==> config.mk <==
export PLATFORM = sky130hd
export DESIGN_NAME = sr_input_conditioner_flat
export DESIGN_NICKNAME = d
export VERILOG_FILES = /design/src/rtl/sr_input_conditioner_if.sv /design/src/rtl/sr_input_conditioner.sv /design/src/flat_wrapper.sv
export SDC_FILE = /design/constraint.sdc
export NUM_CORES = 1
export LEC_CHECK = 0
export CAP_MARGIN = 0
export CORE_MARGIN = 1.5
export CORE_UTILIZATION = 51
export CTS_CLUSTER_SIZE = 14
export DETAILED_ROUTE_END_ITERATION = 10
export GPL_ROUTABILITY_DRIVEN = 0
export HOLD_SLACK_MARGIN = 0.1
export PLACE_DENSITY = 0.85
export SLEW_MARGIN = 5
export SYNTH_ARGS = -nofsm -noshare
export SYNTH_HDL_FRONTEND = slang
export SYNTH_SLANG_ARGS = --single-unit
export TNS_END_PERCENT = 1
==> constraint.sdc <==
create_clock -name clk -period 1.9 [get_ports clk]
set_input_delay 0.19 -clock clk [delete_from_list [all_inputs] [get_ports clk]]
set_output_delay 0.19 -clock clk [all_outputs]
set_load 0.01 [all_outputs]
==> src/rtl/sr_input_conditioner_if.sv <==
// Button/command bundle between the push-button front end and its consumer.
// The master side drives the raw buttons and controls; the slave side returns the s/r commands and debug state.
interface sr_input_conditioner_if #(
  parameter int CNT_W = 8
);
  logic             btn_set;
  logic             btn_rst;
  logic             en;
  logic             clr_flags;
  logic             s;
  logic             r;
  logic             conflict_sticky;
  logic [CNT_W-1:0] set_count;
  logic [CNT_W-1:0] rst_count;

  modport master (
    output btn_set, btn_rst, en, clr_flags,
    input  s, r, conflict_sticky, set_count, rst_count
  );

  modport slave (
    input  btn_set, btn_rst, en, clr_flags,
    output s, r, conflict_sticky, set_count, rst_count
  );
endinterface

==> src/rtl/sr_input_conditioner.sv <==
// Synchronises, debounces and edge-detects two push-buttons into mutually exclusive
// single-cycle s/r commands for an SR flop, with saturating pulse counters and a sticky conflict flag.
module sr_input_conditioner #(
  parameter int SYNC_STAGES     = 2,
  parameter int DEBOUNCE_CYCLES = 4,
  parameter bit RESET_WINS      = 1'b1,
  parameter int CNT_W           = 8
) (
  input logic                  clk,
  input logic                  reset,
  sr_input_conditioner_if.slave bus
);
  localparam int CW = $clog2(DEBOUNCE_CYCLES + 1);

  logic [1:0] raw;  // [0] = set line, [1] = reset line
  logic [1:0] req;

  assign raw = {bus.btn_rst, bus.btn_set};

  for (genvar ch = 0; ch < 2; ch++) begin : g_chan
    logic [SYNC_STAGES-1:0] sync_q;
    logic [CW-1:0]          cnt_q, cnt_d;
    logic                   stable_q, stable_d;
    logic                   prev_q;
    logic                   sync_out;

    assign sync_out = sync_q[SYNC_STAGES-1];

    // NOTE: every variable gets a default before any branch so no latch is inferred.
    always_comb begin
      cnt_d    = '0;
      stable_d = stable_q;
      if (sync_out != stable_q) begin
        if (cnt_q == CW'(DEBOUNCE_CYCLES - 1)) stable_d = sync_out;
        else                                   cnt_d    = cnt_q + 1'b1;
      end
    end

    // NOTE: non-blocking assignments make every flop sample pre-edge values, so the chain shifts correctly.
    always_ff @(posedge clk or posedge reset) begin
      if (reset) begin
        sync_q   <= '0;
        cnt_q    <= '0;
        stable_q <= 1'b0;
        prev_q   <= 1'b0;
      end else begin
        sync_q   <= {sync_q[SYNC_STAGES-2:0], raw[ch]};
        cnt_q    <= cnt_d;
        stable_q <= stable_d;
        prev_q   <= stable_q;
      end
    end

    // Only a debounced press (0->1) requests; release is silent.
    assign req[ch] = stable_q & ~prev_q;
  end

  logic             s_q, s_d;
  logic             r_q, r_d;
  logic             conflict_q, conflict_d;
  logic [CNT_W-1:0] set_cnt_q, set_cnt_d;
  logic [CNT_W-1:0] rst_cnt_q, rst_cnt_d;

  always_comb begin
    s_d        = 1'b0;
    r_d        = 1'b0;
    conflict_d = conflict_q;
    set_cnt_d  = set_cnt_q;
    rst_cnt_d  = rst_cnt_q;

    if (bus.en) begin
      if (req[0] && req[1]) begin
        if (RESET_WINS) r_d = 1'b1;
        else            s_d = 1'b1;
        conflict_d = 1'b1;
      end else begin
        s_d = req[0];
        r_d = req[1];
      end
      if (s_d && set_cnt_q != '1) set_cnt_d = set_cnt_q + 1'b1;
      if (r_d && rst_cnt_q != '1) rst_cnt_d = rst_cnt_q + 1'b1;
    end

    // Clearing overrides this cycle's increment/conflict, but s/r still go out.
    if (bus.clr_flags) begin
      conflict_d = 1'b0;
      set_cnt_d  = '0;
      rst_cnt_d  = '0;
    end
  end

  always_ff @(posedge clk or posedge reset) begin
    if (reset) begin
      s_q        <= 1'b0;
      r_q        <= 1'b0;
      conflict_q <= 1'b0;
      set_cnt_q  <= '0;
      rst_cnt_q  <= '0;
    end else begin
      s_q        <= s_d;
      r_q        <= r_d;
      conflict_q <= conflict_d;
      set_cnt_q  <= set_cnt_d;
      rst_cnt_q  <= rst_cnt_d;
    end
  end

  assign bus.s               = s_q;
  assign bus.r               = r_q;
  assign bus.conflict_sticky = conflict_q;
  assign bus.set_count       = set_cnt_q;
  assign bus.rst_count       = rst_cnt_q;
endmodule
==> src/flat_wrapper.sv <==
// flat-port wrapper written by rule: the top's interface ports become plain ports
module sr_input_conditioner_flat 
#(
  parameter int SYNC_STAGES     = 2,
  parameter int DEBOUNCE_CYCLES = 4,
  parameter bit RESET_WINS      = 1'b1,
  parameter int CNT_W           = 8
)
  (clk, reset, bus_btn_set, bus_btn_rst, bus_en, bus_clr_flags, bus_s, bus_r, bus_conflict_sticky, bus_set_count, bus_rst_count);
  sr_input_conditioner_if #(.CNT_W(CNT_W)) bus_i ();
  input logic clk;
  input logic reset;
  input wire logic [$bits(bus_i.btn_set)-1:0] bus_btn_set;
  input wire logic [$bits(bus_i.btn_rst)-1:0] bus_btn_rst;
  input wire logic [$bits(bus_i.en)-1:0] bus_en;
  input wire logic [$bits(bus_i.clr_flags)-1:0] bus_clr_flags;
  output wire logic [$bits(bus_i.s)-1:0] bus_s;
  output wire logic [$bits(bus_i.r)-1:0] bus_r;
  output wire logic [$bits(bus_i.conflict_sticky)-1:0] bus_conflict_sticky;
  output wire logic [$bits(bus_i.set_count)-1:0] bus_set_count;
  output wire logic [$bits(bus_i.rst_count)-1:0] bus_rst_count;
  assign bus_i.btn_set = bus_btn_set;
  assign bus_i.btn_rst = bus_btn_rst;
  assign bus_i.en = bus_en;
  assign bus_i.clr_flags = bus_clr_flags;
  assign bus_s = bus_i.s;
  assign bus_r = bus_i.r;
  assign bus_conflict_sticky = bus_i.conflict_sticky;
  assign bus_set_count = bus_i.set_count;
  assign bus_rst_count = bus_i.rst_count;
  sr_input_conditioner #(.SYNC_STAGES(SYNC_STAGES), .DEBOUNCE_CYCLES(DEBOUNCE_CYCLES), .RESET_WINS(RESET_WINS), .CNT_W(CNT_W)) u_core (.clk(clk), .reset(reset), .bus(bus_i));
endmodule
==> results_dict.tcl, run 1 <==
set metrics [dict create \
    ys_seq_area_frac 0.557 \
    critical_path_class "register to register" \
    initial_core_util 0.537 \
    rows 19 \
    fp.dieW_um 56.9 \
    finalMaxSlewViolations 0 \
    crit_chain "ha_1, nand2_1, o31ai_1, mux2i_1, nor2_1" \
    wl_mm 2.79 \
    worstSkewPairLatency_ns 0.34 \
    post-dp-hpwl_mm 1.94 \
    cp_top_family "compound AO/OA/AOI/OAI gates" \
    core_um2 2760 \
    stdcell_count 196 \
    drt_iter0_drc 50 \
    synth.distinct_cells 39 \
    finalHoldViolations 0 \
    antennaDiodeCount 0 \
    grt_usage 0.206 \
    setup_viol 0 \
    antenna_found_initial 0 \
    vias 1129 \
    setup_slack_ns 0.206 \
    rsz0062_at_grt "false" \
    vias_per_cell 5.76 \
    pre_cts_ws_ns 0.0809 \
    clk_path_buf_depth 2 \
    synth_largest_area_cell "dfrtp_1" \
    remaining_drc_errors 0 \
    fin_tns_setup_ns 0 \
    synth_area_um2 1480 \
    cts.htree.levels 2 \
    synth_xor_area_frac 0.0177 \
    fin_crit_sh 0.892 \
    detail_route.first_pass.iterations 4 \
    cp_max_fo 4 \
    io_buffers 24 \
    synth_edf_count 0 \
    reg2reg_depth 5 \
    gr-total-overflow 0 \
    start_kind "register" \
    post_cts_buffers 0 \
    synth_top_family_by_area "simple AND/OR/NAND/NOR gates" \
    required_ns 2.13 \
    yosys_warnings 0 \
    reg2reg_slack_ns 0.21 \
    area_growth_pct 27.7 \
    synth_fa_ha_area_frac 0.0338 \
    die_y_um 56.9 \
    synth_compound_area_frac 0.113 \
    cts_buffers 5 \
    dp_cells 188 \
    hold_buffers 0 \
    grt_pass1_vias 1110 \
    synthSimpleGateAreaFrac 0.214 \
    post_cts_resized 0 \
    max_slew_margin 0.656 \
    cpMaxStageDelayCell "o31ai_1" \
    drive_gt1_frac 0.133 \
    max-cap-violations 0 \
    grt_pass1_wl_mm 5.04 \
    die_area_um2 3240 \
    rr_endpoint "u_core.bus.rst_count[1]$_DFFE_PP0P_" \
    ant_nets 0 \
    post-route-min-period_ns 1.69 \
    syn_area_per_cell_um2 11.3 \
    syn_nets 141 \
    power.share.switching 0.261 \
    clock_sinks 33 \
    combPwrFrac 0.192 \
    switchingPower_uw 498 \
    ys_top_cells_by_area "dfrtp_1 (56%), ha_1 (3.4%), nor2b_1 (3.4%)" \
    cts-root-buf "clkbuf_4" \
    finClkSkew_ns 0.0127 \
    r2r-start "u_core.bus.rst_count[0]$_DFFE_PP0P_" \
    p_clk_frac 0.338 \
    synthMuxAreaShare 0.0439 \
    nets 174 \
    total_power_uw 1910 \
    power_density_nw_per_um2 1010 \
    tightest_slew_ns 0.515 \
    path_clk_slew_ns 0.11 \
    crit_buf_inv 0 \
    cellLeakagePower_uw 0.000819 \
    io_pins 25 \
    cp_slowest_stage_delay_ns 0.47 \
    outcome "complete, no violations" \
    fmax_ghz 0.590 \
    synth_top_area_share 0.557 \
    synthCells 131 \
    wl_per_cell_um 14.2 \
    p_int_uw 1410 \
    synth_ff_type "dfrtp_1" \
    endpoint_kind "register" \
    max-vdd-ir-drop_v 0.000854 \
    cts_tree "yes" \
    postSynth.asyncResetShare 1.00 \
    seqPwrFrac 0.470 \
    hp-class "input pin to asynchronous set/reset pin" \
    critPathArrivalTime_ns 1.92 \
    synth-seq-cells 33 \
    grt_max_degree 34 \
]
==> cell families after synthesis <==
family	Yosys count
adders and majority gates	4
xor gates and xnor gates	3
buffers and inverters	8
AOI/OAI and AO/OA	25
and+or+nand+nor	52
muxes	6
DFF	33
==> per-layer routing <==
metal  vias to the layer above  GRT usage  share of wire  routed length (µm)
li1                        543          -              -                   -
met3                         6     0.0783          0.052                 144
met5                         -          0              0                   0
met1                       553      0.257           0.44                1230
met4                         0     0.0764          0.017                  47
met2                        27      0.325           0.49                1360
==> final cells by class <==
class	count	area, µm²
clock buffers	5	37.5
flip-flops and latches	33	826
clock inverters	3	65.1
repair buffers	28	270
well taps	31	38.8
multi-input cells	90	632
inverters	6	22.5
fillers	208	866
==> how the worst max path moves through the flow <==
stage	from	end	slack, ns	depth (start not counted)
floorplan	u_core.bus.rst_count[0]$_DFFE_PP0P_	u_core.bus.rst_count[1]$_DFFE_PP0P_	0.33	5
global placement	bus_en	u_core.bus.rst_count[7]$_DFFE_PP0P_	0.11	6
detailed placement	bus_en	u_core.bus.rst_count[7]$_DFFE_PP0P_	0.08	6
CTS	u_core.g_chan[0].stable_q$_DFFE_PP0P_	u_core.bus.set_count[4]$_DFFE_PP0P_	0.14	4
global route	u_core.bus.set_count[0]$_DFFE_PP0P_	u_core.bus.set_count[6]$_DFFE_PP0P_	0.04	5
finish	u_core.bus.rst_count[0]$_DFFE_PP0P_	u_core.bus.rst_count[1]$_DFFE_PP0P_	0.21	5
==> flip-flops by register name, indices dropped and copies added, names as in the netlist <==
name,flops
u_core.g_chan.prev_q,2
u_core.bus.set_count,8
u_core.g_chan.sync_q,4
u_core.bus.conflict_sticky,1
u_core.bus.rst_count,8
u_core.bus.s,1
u_core.bus.r,1
u_core.g_chan.stable_q,2
u_core.g_chan.cnt_q,6
==> layout by cell type, fill, tap and decap left out, types with 2 or more instances in the layout <==
cell type	synthesis	layout
nor3b_1	3	3
nand2_1	6	6
bufinv_16	0	2
clkbuf_4	0	5
o31ai_1	2	2
nand3_1	4	4
buf_4	0	4
nor2_1	8	8
nor2b_1	8	8
a41oi_1	2	2
a211oi_1	5	5
dfrtp_1	33	33
mux2_2	4	4
xnor2_1	2	2
mux2i_1	2	2
nor3_1	7	7
ha_1	4	4
a31oi_1	2	2
nand2b_1	2	2
clkdlybuf4s50_1	0	24
a21oi_1	9	9
inv_1	5	5
==> cells in the mapped netlist (all sizes together), types with 2 or more instances <==
cell,instances
dfrtp,33
a21oi,9
nor2,8
nor2b,8
nor3,7
inv,6
nand2,6
a211oi,5
ha,4
mux2,4
nand3,4
nor3b,3
a31oi,2
a41oi,2
clkbuf,2
mux2i,2
nand2b,2
nand4,2
nor4b,2
o31ai,2
xnor2,2
==> worst min-delay path, stage by stage <==
cell and delay (ns):
clkdlybuf4s50_1 0.39, inv_1 0.05, buf_4 0.36
==> metrics by stage <==
stage / util / area, µm² / hold slack [ns]
after detailed placement: 0.647 / 1780 / 0.336
after floorplan: - / 1480 / 0.221
after global routing: 0.686 / 1890 / 0.249
after global placement: 0.647 / 1780 / 0.336
after CTS: 0.684 / 1890 / 0.223
final: 0.686 / 1890 / 0.217
==> power groups by stage <==
stage / sequential (µW) / clock [µW] / combinational (µW)
3_3_place_gp: 899 / 0 / 352
2_1_floorplan: 901 / 0 / 237
6_report: 897 / 645 / 367
5_1_grt: 917 / 697 / 421
4_1_cts: 899 / 664 / 371
3_5_place_dp: 910 / 0 / 369
No activity file was read; power rests on OpenSTA's default activity.
==> run 2, diff against run 1 <==
--- a/config.mk
+++ b/config.mk
@@ -7,12 +7,12 @@
 export LEC_CHECK = 0
 export CAP_MARGIN = 0
 export CORE_MARGIN = 1.5
-export CORE_UTILIZATION = 51
+export CORE_UTILIZATION = 48
 export CTS_CLUSTER_SIZE = 14
 export DETAILED_ROUTE_END_ITERATION = 10
 export GPL_ROUTABILITY_DRIVEN = 0
 export HOLD_SLACK_MARGIN = 0.1
-export PLACE_DENSITY = 0.85
+export PLACE_DENSITY = 0.81
 export SLEW_MARGIN = 5
 export SYNTH_ARGS = -nofsm -noshare
 export SYNTH_HDL_FRONTEND = slang
==> results_dict.tcl, run 2 (synthesis results as in run 1) <==
set metrics [dict create \
    hp-class "input pin to asynchronous set/reset pin" \
    required_ns 2.11 \
    total_power_uw 1810 \
    drive_gt1_frac 0.127 \
    wl_mm 2.81 \
    post-route-min-period_ns 1.70 \
    worstSkewPairLatency_ns 0.33 \
    multi_input_area_um2 626 \
    path_clk_slew_ns 0.10 \
    critical_path_class "register to register" \
    io_buffers 24 \
    cts-root-buf "clkbuf_4" \
    max_slew_margin 0.706 \
    io_pins 25 \
    grt_usage 0.182 \
    cellLeakagePower_uw 0.000808 \
    grt_pass1_wl_mm 4.68 \
    rows 19 \
    clock_sinks 33 \
    nets 174 \
    finClkSkew_ns 0.00318 \
    cp_max_fo 4 \
    die_y_um 58.6 \
    cts.htree.levels 2 \
    p_clk_frac 0.304 \
    vias_per_cell 5.77 \
    antennaDiodeCount 0 \
    outcome "complete, no violations" \
    combPwrFrac 0.202 \
    max-cap-violations 0 \
    clk_path_buf_depth 2 \
    fp.dieW_um 58.6 \
    seqPwrFrac 0.494 \
    detail_route.first_pass.iterations 4 \
    fin_tns_setup_ns 0 \
    cts_buffers 5 \
    power.share.switching 0.274 \
    fmax_ghz 0.587 \
    endpoint_kind "register" \
    fin_util 0.656 \
    setup_viol 0 \
    start_kind "register" \
    post_cts_buffers 0 \
    grt_max_degree 34 \
    fin_crit_sh 0.897 \
    tightest_slew_ns 0.437 \
    hold_buffers 0 \
    whs_ns 0.242 \
    gr-total-overflow 0 \
    register_area_um2 826 \
    finalMaxSlewViolations 0 \
    vias 1131 \
    layout_common_cells "dfrtp_1 (33), clkdlybuf4s50_1 (24), a21oi_1 (9)" \
    die_area_um2 3430 \
    fillers 236 \
    wl_per_cell_um 14.4 \
    switchingPower_uw 497 \
    drt_iter0_drc 33 \
    p_int_uw 1320 \
    cts_tree "yes" \
    area_growth_pct 26.4 \
    initial_core_util 0.519 \
    rsz0062_at_grt "false" \
    max-vdd-ir-drop_v 0.000616 \
    power_density_nw_per_um2 969 \
    core_um2 2850 \
    antenna_found_initial 0 \
    post_cts_resized 0 \
    finalHoldViolations 0 \
    ant_nets 0 \
    post-dp-hpwl_mm 2.09 \
    final_common_cell "dfrtp_1" \
    remaining_drc_errors 0 \
    critPathArrivalTime_ns 1.92 \
    grt_pass1_vias 1086 \
]
[run 2: cell types whose count changed in the layout (fill, tap and decap cells not counted), sizes merged]
cell and change:
bufinv -1, clkbuf +1, clkinv -1, clkinvlp +1
[run 2: metrics by stage]
stage | instance area (µm²) | cells | setup WS (ns)
after floorplan | 1480 | 131 | 0.326
after global placement | 1780 | 188 | 0.125
after detailed placement | 1780 | 188 | 0.0787
after CTS | 1870 | 196 | 0.184
after global routing | 1870 | 196 | 0.0738
final | 1870 | 196 | 0.196
[run 2: layout make-up]
type,instances,area share
clock inverter,2,0.0201
timing repair buffer,28,0.144
multi-input combinational,90,0.334
tap,31,0.0207
inverter,6,0.0120
sequential,33,0.441
clock buffer,6,0.0274
[run 2: worst max-delay path, cell delays in order (launching register included)]
cell and delay [ns]:
dfrtp_1 0.47, ha_1 0.26, nand2_1 0.13, o31ai_1 0.45, mux2i_1 0.23, nor2_1 0.05
[run 2: power by group through the flow]
| stage | Sequential, µW | Combinational, µW | Clock [µW] |
|---|---|---|---|
| 6_report | 897 | 366 | 550 |
| 5_1_grt | 913 | 414 | 597 |
| 4_1_cts | 898 | 373 | 567 |
| 3_5_place_dp | 912 | 372 | 0 |
| 3_3_place_gp | 897 | 353 | 0 |
| 2_1_floorplan | 901 | 237 | 0 |
[run 2: final timing paths]
check                                                startpoint                              endpoint  slack, ns  depth (start not counted)
hold reg to reg            u_core.g_chan[0].sync_q[0]$_DFF_PP0_  u_core.g_chan[0].sync_q[1]$_DFF_PP0_       0.36                          0
min in group clk                                    bus_btn_set  u_core.g_chan[0].sync_q[0]$_DFF_PP0_       0.30                          1
hold / removal                                            reset  u_core.g_chan[1].sync_q[0]$_DFF_PP0_       0.24                          3
setup / recovery            u_core.bus.rst_count[0]$_DFFE_PP0P_   u_core.bus.rst_count[1]$_DFFE_PP0P_       0.20                          5
max in group asynchronous                                 reset   u_core.bus.set_count[0]$_DFFE_PP0P_       1.37                          3
setup reg to reg            u_core.bus.rst_count[0]$_DFFE_PP0P_   u_core.bus.rst_count[1]$_DFFE_PP0P_       0.20                          5
[run 2: layer usage]
metal	track usage	vias up	part of all wire	wire (µm)
met1	0.214	551	0.42	1180
li1	-	544	-	-
met4	0.0465	0	0.012	35
met3	0.0681	4	0.052	147
met2	0.315	32	0.51	1450
met5	0	-	0	0
